[src/rtl/imm_gen.sv]
// RV32I decode-stage immediate generator: all five formats in parallel,
// opcode-selected immediate, and an optional registered copy for execute.
//
// Ports:
//   clk, rst       clock (rising edge), synchronous active-high reset
//   instruction    raw 32-bit instruction word
//   i/s/b/u/j_imm  sign-extended immediates, always computed
//   imm_fmt        decoded format: 0 NONE, 1 I, 2 S, 3 B, 4 U, 5 J
//   imm_out        immediate picked by imm_fmt (zero for NONE)
//   imm_q, fmt_q   registered imm_out / imm_fmt
//
// Build option IMM_GEN_OUT_REG_EN:
//   defined   -> imm_q/fmt_q are flops with one-cycle latency
//   undefined -> imm_q/fmt_q follow imm_out/imm_fmt combinationally
module imm_gen #(
    parameter int XLEN = 32
) (
    input  logic            clk,
    input  logic            rst,
    input  logic [31:0]     instruction,
    output logic [XLEN-1:0] i_imm,
    output logic [XLEN-1:0] s_imm,
    output logic [XLEN-1:0] b_imm,
    output logic [XLEN-1:0] u_imm,
    output logic [XLEN-1:0] j_imm,
    output logic [2:0]      imm_fmt,
    output logic [XLEN-1:0] imm_out,
    output logic [XLEN-1:0] imm_q,
    output logic [2:0]      fmt_q
);

    generate
        if (XLEN != 32) begin : g_xlen_chk
            $error("imm_gen: only XLEN=32 is supported");
        end
    endgenerate

    typedef enum logic [2:0] {
        FMT_NONE = 3'd0,
        FMT_I    = 3'd1,
        FMT_S    = 3'd2,
        FMT_B    = 3'd3,
        FMT_U    = 3'd4,
        FMT_J    = 3'd5
    } fmt_e;

    logic [31:0] ins;
    logic [6:0]  opcode;
    logic        sgn;
    fmt_e        fmt;

    assign ins    = instruction;
    assign opcode = ins[6:0];
    assign sgn    = ins[31];

    assign i_imm = {{20{sgn}}, ins[31:20]};
    assign s_imm = {{20{sgn}}, ins[31:25], ins[11:7]};
    assign b_imm = {{19{sgn}}, ins[31], ins[7],
                    ins[30:25], ins[11:8], 1'b0};
    assign u_imm = {ins[31:12], 12'h000};
    assign j_imm = {{11{sgn}}, ins[31], ins[19:12],
                    ins[20], ins[30:21], 1'b0};

    always_comb begin
        fmt = FMT_NONE;
        case (opcode)
            7'b0010011: fmt = FMT_I;  // OP-IMM
            7'b0000011: fmt = FMT_I;  // LOAD
            7'b1100111: fmt = FMT_I;  // JALR
            7'b1110011: fmt = FMT_I;  // SYSTEM
            7'b0100011: fmt = FMT_S;  // STORE
            7'b1100011: fmt = FMT_B;  // BRANCH
            7'b0110111: fmt = FMT_U;  // LUI
            7'b0010111: fmt = FMT_U;  // AUIPC
            7'b1101111: fmt = FMT_J;  // JAL
            default:    fmt = FMT_NONE;
        endcase
    end

    assign imm_fmt = fmt;

    always_comb begin
        imm_out = '0;
        case (fmt)
            FMT_I:   imm_out = i_imm;
            FMT_S:   imm_out = s_imm;
            FMT_B:   imm_out = b_imm;
            FMT_U:   imm_out = u_imm;
            FMT_J:   imm_out = j_imm;
            default: imm_out = '0;
        endcase
    end

`ifdef IMM_GEN_OUT_REG_EN
    logic [XLEN-1:0] imm_d;
    logic [2:0]      fmt_d;

    assign imm_d = imm_out;
    assign fmt_d = imm_fmt;

    always_ff @(posedge clk) begin
        if (rst) begin
            imm_q <= '0;
            fmt_q <= 3'd0;
        end else begin
            imm_q <= imm_d;
            fmt_q <= fmt_d;
        end
    end
`else
    // Pass-through build: clk/rst have no loads.
    logic unused_clk_rst;
    assign unused_clk_rst = clk ^ rst;

    assign imm_q = imm_out;
    assign fmt_q = imm_fmt;
`endif

endmodule

[config.mk]
export PLATFORM = sky130hd
export DESIGN_NAME = imm_gen
export DESIGN_NICKNAME = d
export VERILOG_FILES = /design/src/rtl/imm_gen.sv
export SDC_FILE = /design/constraint.sdc
export NUM_CORES = 1
export LEC_CHECK = 0
export ABC_CLOCK_PERIOD_IN_PS = 1200
export BUFFER_PORTS_ARGS = -buffer_cell sky130_fd_sc_hd__buf_2
export CORE_AREA = 8 8 97 99
export DETAILED_ROUTE_END_ITERATION = 12
export DIE_AREA = 0 0 105 107
export PLACE_DENSITY = 0.68
export SLEW_MARGIN = 20
export SYNTH_ARGS = -nofsm -noshare
export SYNTH_HDL_FRONTEND = slang
export SYNTH_SLANG_ARGS = --single-unit
export TNS_END_PERCENT = 50
[constraint.sdc]
create_clock -name vclk -period 1.2
set_input_delay 0 -clock vclk [all_inputs]
set_output_delay 0 -clock vclk [all_outputs]
set_load 0.03 [all_outputs]
==> results of run 1 <==
[per-stage QoR]
stage,hold slack (ns),worst slack [ns],cells,setup TNS (ns),instance area [um2]
4_1_cts,0.277,-0.00855,463,-0.0289,2330
3_5_place_dp,0.278,-0.227,462,-5.85,2200
2_1_floorplan,0.132,-0.0670,290,-0.856,2190
3_3_place_gp,0.277,-0.209,462,-4.62,2200
6_report,0.286,0.0243,466,0,2590
5_1_grt,0.291,-0.0444,466,-0.635,2590
[cell type report]
| cell class | count | share of cell area |
|---|---|---|
| inverters | 1 | 0.00242 |
| multi-input cells | 87 | 0.274 |
| well taps | 105 | 0.0508 |
| repair buffers | 273 | 0.673 |
[cells in the mapped netlist (all sizes together), types with 2 or more instances]
cell,count,area [um2]
a21o,19,143
a21oi,6,33.8
a22o,4,35.0
and2,6,37.5
buf,202,1510
nand2,5,18.8
nand3,4,20.0
nand3b,2,15.0
nand4b,2,17.5
nor2,7,28.8
nor2b,2,12.5
nor3,3,26.3
o21ai,2,10.0
[layer usage]
metal  GRT usage  wire [um]  up-vias
li1            -          -      858
met1       0.105       2430      790
met2       0.202       3980       82
met3      0.0360        577        0
met4           0          0        0
met5           0          0        -
[kinds of logic (layout without fill, tap and decap cells)]
family	count (synthesis)	in the layout	synth area share
mux	1	1	0.00497
buf+inv	203	274	0.750
xor+xnor	1	1	0.00435
compound gates	35	35	0.130
simple gates	36	36	0.108
other cells	1	14	0.00186
[power groups by stage]
stage	registers [mW]	clock network, mW	logic (mW)
2_1_floorplan	0	0	1.27
3_3_place_gp	0	0	1.29
3_5_place_dp	0	0	1.30
4_1_cts	0	0	1.33
5_1_grt	0	0	1.45
6_report	0	0	1.38
[timing repair]
item | CTS | global route
cloned | 0 | 2
endpoints found under the setup margin | 60 | 62
pin swaps | 2 | 7
buffers inserted | 1 | 1
gates resized for setup | 39 | 74
[final timing paths]
path | depth (start not counted) | endpoint
worst min-delay path | 2 | j_imm[14]
worst max-delay path | 6 | imm_q[18]
==> key figures, run 1 <==
Status
  – Outcome: finished clean

Cells and area
  – Commonest cells after routing, fill and taps aside: 198 x buf_2, 38 x buf_4, 25 x buf_6, 14 x conb_1, 11 x a21o_1
  – Most common cell after layout, fill and taps aside: buf_2
  – Filler cells: 845
  – N_diodes: 0
  – FF+latch count: 0
  – Fin nets: 397
  – Multi-input gate area: 708 um2
  – Syn-to-layout area delta: 28.4%
  – FF/Latch Area: 0 um2
  – Clock buffers: 0
  – Ratio of cells with drive above 1 in the final layout: 0.834
  – Util after Layout: 0.326

Floorplanning
  – Row Count: 33
  – Core area: 7930 um2
  – Die Height: 107 um
  – Die X: 105 um
  – IO Pins: 264
  – Initial Util: 0.254
  – Die area: 11200 um2

Timing
  – Final slew viol count: 0
  – Fin crit period: 1.18 ns
  – RSZ-0062 raised after global routing: yes
  – Hold Violations, Final: 0
  – Period utilization: 0.980
  – Final setup viols: 0
  – Fmax: 851 MHz

Critical path
  – CP max stage delay: 0.41 ns
  – CP startpoint: instruction[6]
  – CP max-delay cell: a221o_1
  – WP data required: 1.20 ns
  – Crit path DAT: 1.18 ns
  – Crit start category: input pin
  – CP Class: input pin to output port
  – Critical path cell sequence: buf_4 > a221o_1 > nor3_4 > buf_12 > a21o_2 > buf_4
  – CP max FO: 8
  – CP Buf/Inv Count: 3
  – Delay-heaviest family, CP: compound AO/OA/AOI/OAI gates
  – CP Capture Type: output port
  – CP dominant cell by count: buf_4

GRT
  – Initial antenna violation count: 0
  – Overall Global Routing Usage: 0.102
  – Grt ovf: 0
  – Vias in the first global route: 1764
  – First-pass GRT wire length: 9.91 mm
  – Largest net degree at the start of global routing: 76

Power
  – VDD IR max: 0.496 mV
  – Pwr Density: 534 nW/um2
  – Sw frac: 0.719
  – Int Pwr: 0.387 mW
  – Comb pwr share: 1.000
  – Tot Pwr: 1.38 mW
  – Seq pwr share: 0
  – Clock group share of total power: 0
  – Static Leak: 1.63 nW
  – Net Sw Power: 0.993 mW

CTS
  – Hold buffers post-CTS: 0

Placed design
  – DPL Wire Length: 6.02 mm
  – Final weighted congestion in routability-driven placement: 0.800
  – PortBufs: 248

Detailed routing
  – DRT Wirelength: 6.99 mm
  – Vias post-DR: 1730
  – Detailed Route Iter0 Violations: 74
  – Final routed DRC violation total: 0
  – Post-DR wirelength/cell: 15.0 um
  – ANT nets after route: 0
  – Vias per std cell: 3.71
  – DR pass1 iterations: 4

Synthesis
  – Avg Synthesized Cell Area: 7.27 um2
  – Syn. warnings: 0
  – Unique masters post-synth: 31
  – Sequential area share after synthesis: 0
  – Post-Syn Instances: 277
  – Mapped cell area: 2010 um2

Run
  – Total of max-cap violations: 0

Worst hold path
  – HP Class: input pin to output port
  – HP Start: instruction[14]
No activity file was read; power rests on OpenSTA's default activity.
==> inputs of run 2 (changes only) <==
Settings changed: PLACE_DENSITY 0.68 to 0.77.
==> run 2 against run 1 <==
Effect of this change:
- worst setup slack got worse by 0.041 ns
- global-route usage rose by 0.59 points
- via count rose by 1.7%
- largest cell class unchanged
- the run now ends with negative setup slack left
- design area fell by 2.2%
- flip-flop and latch count did not move
- sequential share of layout area did not move
==> key figures, run 2 (synthesized netlist as in run 1, its figures left out) <==
Status
  – Outcome: finished, violations left (was finished clean)
  – Failing checks: negative setup slack

Run
  – Total of max-cap violations: 0 (unchanged)

Detailed routing
  – ANT nets after route: 0 (unchanged)
  – Vias per std cell: 3.78 (was 3.71)
  – DR pass1 iterations: 5 (was 4)
  – DRT Wirelength: 7.13 mm (was 6.99 mm)
  – Final routed DRC violation total: 0 (unchanged)
  – Detailed Route Iter0 Violations: 89 (was 74)
  – Vias post-DR: 1760 (was 1730)
  – Post-DR wirelength/cell: 15.3 um (was 15.0 um)

Power
  – Pwr Density: 545 nW/um2 (was 534 nW/um2)
  – VDD IR max: 0.509 mV (was 0.496 mV)
  – Static Leak: 1.62 nW (was 1.63 nW)

Cells and area
  – Most common cell after layout, fill and taps aside: buf_2 (unchanged)
  – Util after Layout: 0.319 (was 0.326)
  – Multi-input gate area: 719 um2 (was 708 um2)
  – Commonest cells after routing, fill and taps aside: 206 x buf_2, 37 x buf_4, 20 x buf_6, 14 x conb_1, 11 x a21o_1 (was 198 x buf_2, 38 x buf_4, 25 x buf_6, 14 x conb_1, 11 x a21o_1)
  – Syn-to-layout area delta: 25.5% (was 28.4%)
  – Filler cells: 861 (was 845)
  – Ratio of cells with drive above 1 in the final layout: 0.825 (was 0.834)
  – N_diodes: 0 (unchanged)
  – FF/Latch Area: 0 um2 (unchanged)
  – Fin nets: 396 (was 397)
  – Clock buffers: 0 (unchanged)
  – FF+latch count: 0 (unchanged)
  – Final instance area: 2530 um2 (was 2590 um2)

Timing
  – Hold Violations, Final: 0 (unchanged)
  – Final setup viols: 2 (was 0)
  – Setup TNS: -0.0339 ns (was 0 ns)
  – Fin crit period: 1.22 ns (was 1.18 ns)
  – Fmax: 822 MHz (was 851 MHz)
  – Period utilization: 1.01 (was 0.980)
  – Final slew viol count: 0 (unchanged)
  – Fin worst setup slack: -0.0170 ns (was 0.0243 ns)
  – RSZ-0062 raised after global routing: yes (unchanged)

Floorplanning
  – Row Count: 33 (unchanged)
  – Die area: 11200 um2 (unchanged)
  – Core area: 7930 um2 (unchanged)
  – Die Height: 107 um (unchanged)
  – Die X: 105 um (unchanged)
  – Initial Util: 0.254 (unchanged)
  – IO Pins: 264 (unchanged)

Critical path
  – CP max FO: 5 (was 8)
  – CP max-delay cell: a2111oi_4 (was a221o_1)
  – CP Capture Type: output port (unchanged)
  – Crit start category: input pin (unchanged)
  – Critical path cell sequence: buf_12 > a21oi_1 > nor2_1 > a2111oi_4 > nand3b_1 > buf_4 (was buf_4 > a221o_1 > nor3_4 > buf_12 > a21o_2 > buf_4)
  – WP data required: 1.20 ns (about the same)
  – CP max stage delay: 0.32 ns (was 0.41 ns)
  – CP Class: input pin to output port (unchanged)
  – Crit path DAT: 1.22 ns (was 1.18 ns)

GRT
  – Largest net degree at the start of global routing: 76 (unchanged)
  – First-pass GRT wire length: 10.3 mm (was 9.91 mm)
  – Vias in the first global route: 1917 (was 1764)
  – Initial antenna violation count: 0 (unchanged)
  – Overall Global Routing Usage: 0.108 (was 0.102)
  – Grt ovf: 0 (unchanged)

Placed design
  – Final weighted congestion in routability-driven placement: 0.865 (was 0.800)
  – DPL Wire Length: 6.05 mm (was 6.02 mm)
  – Placed Area: 2230 um2 (was 2200 um2)
  – PortBufs: 248 (unchanged)
  – Dpl ws: -0.0823 ns (was -0.227 ns)

Worst hold path
  – HP Class: input pin to output port (unchanged)
-- run 2: path summary, 6_finish.rpt --
check / endpoint / slack, ns / start / depth (start not counted)
setup / recovery: imm_q[11] / -0.02 / instruction[5] / 6
hold / removal: s_imm[3] / 0.29 / instruction[10] / 2
-- run 2: what timing repair did --
item	CTS	global route
setup endpoints to repair	55	62
resized for setup	60	30
gates cloned	0	0
hold buffers	0	0
setup buffers	0	1
pin swaps	2	4
hold endpoints to repair	0	0
-- run 2: per-layer routing --
layer / track usage / up-vias / wire length (um)
li1: - / 851 / -
met1: 0.106 / 781 / 2470
met2: 0.213 / 128 / 3910
met3: 0.0468 / 0 / 752
met4: 0.00204 / 0 / 0
met5: 0 / - / 0
-- run 2: layout make-up --
class	count	area share
inverter	1	0.00247
multi-input combinational	87	0.285
timing repair buffer	272	0.661
tap	105	0.0520
-- run 2: through the flow --
stage / cells / hold slack, ns / power [mW]
floorplan: 290 / 0.132 / 1.27
global placement: 464 / 0.278 / 1.31
detailed placement: 464 / 0.279 / 1.32
CTS: 464 / 0.287 / 1.36
global route: 465 / 0.291 / 1.45
finish: 465 / 0.288 / 1.38
-- run 2: where the power goes --
group / switching, mW / internal [mW] / leakage, nW
clock: 0 / 0 / 0
sequential: 0 / 0 / 0
combinational: 0.999 / 0.379 / 1.62
-- run 2: critical path: cells and delay by family --
family,cells,cell delay [ns]
compound gates,2,0.57
buf+inv,2,0.29
simple gates,2,0.35
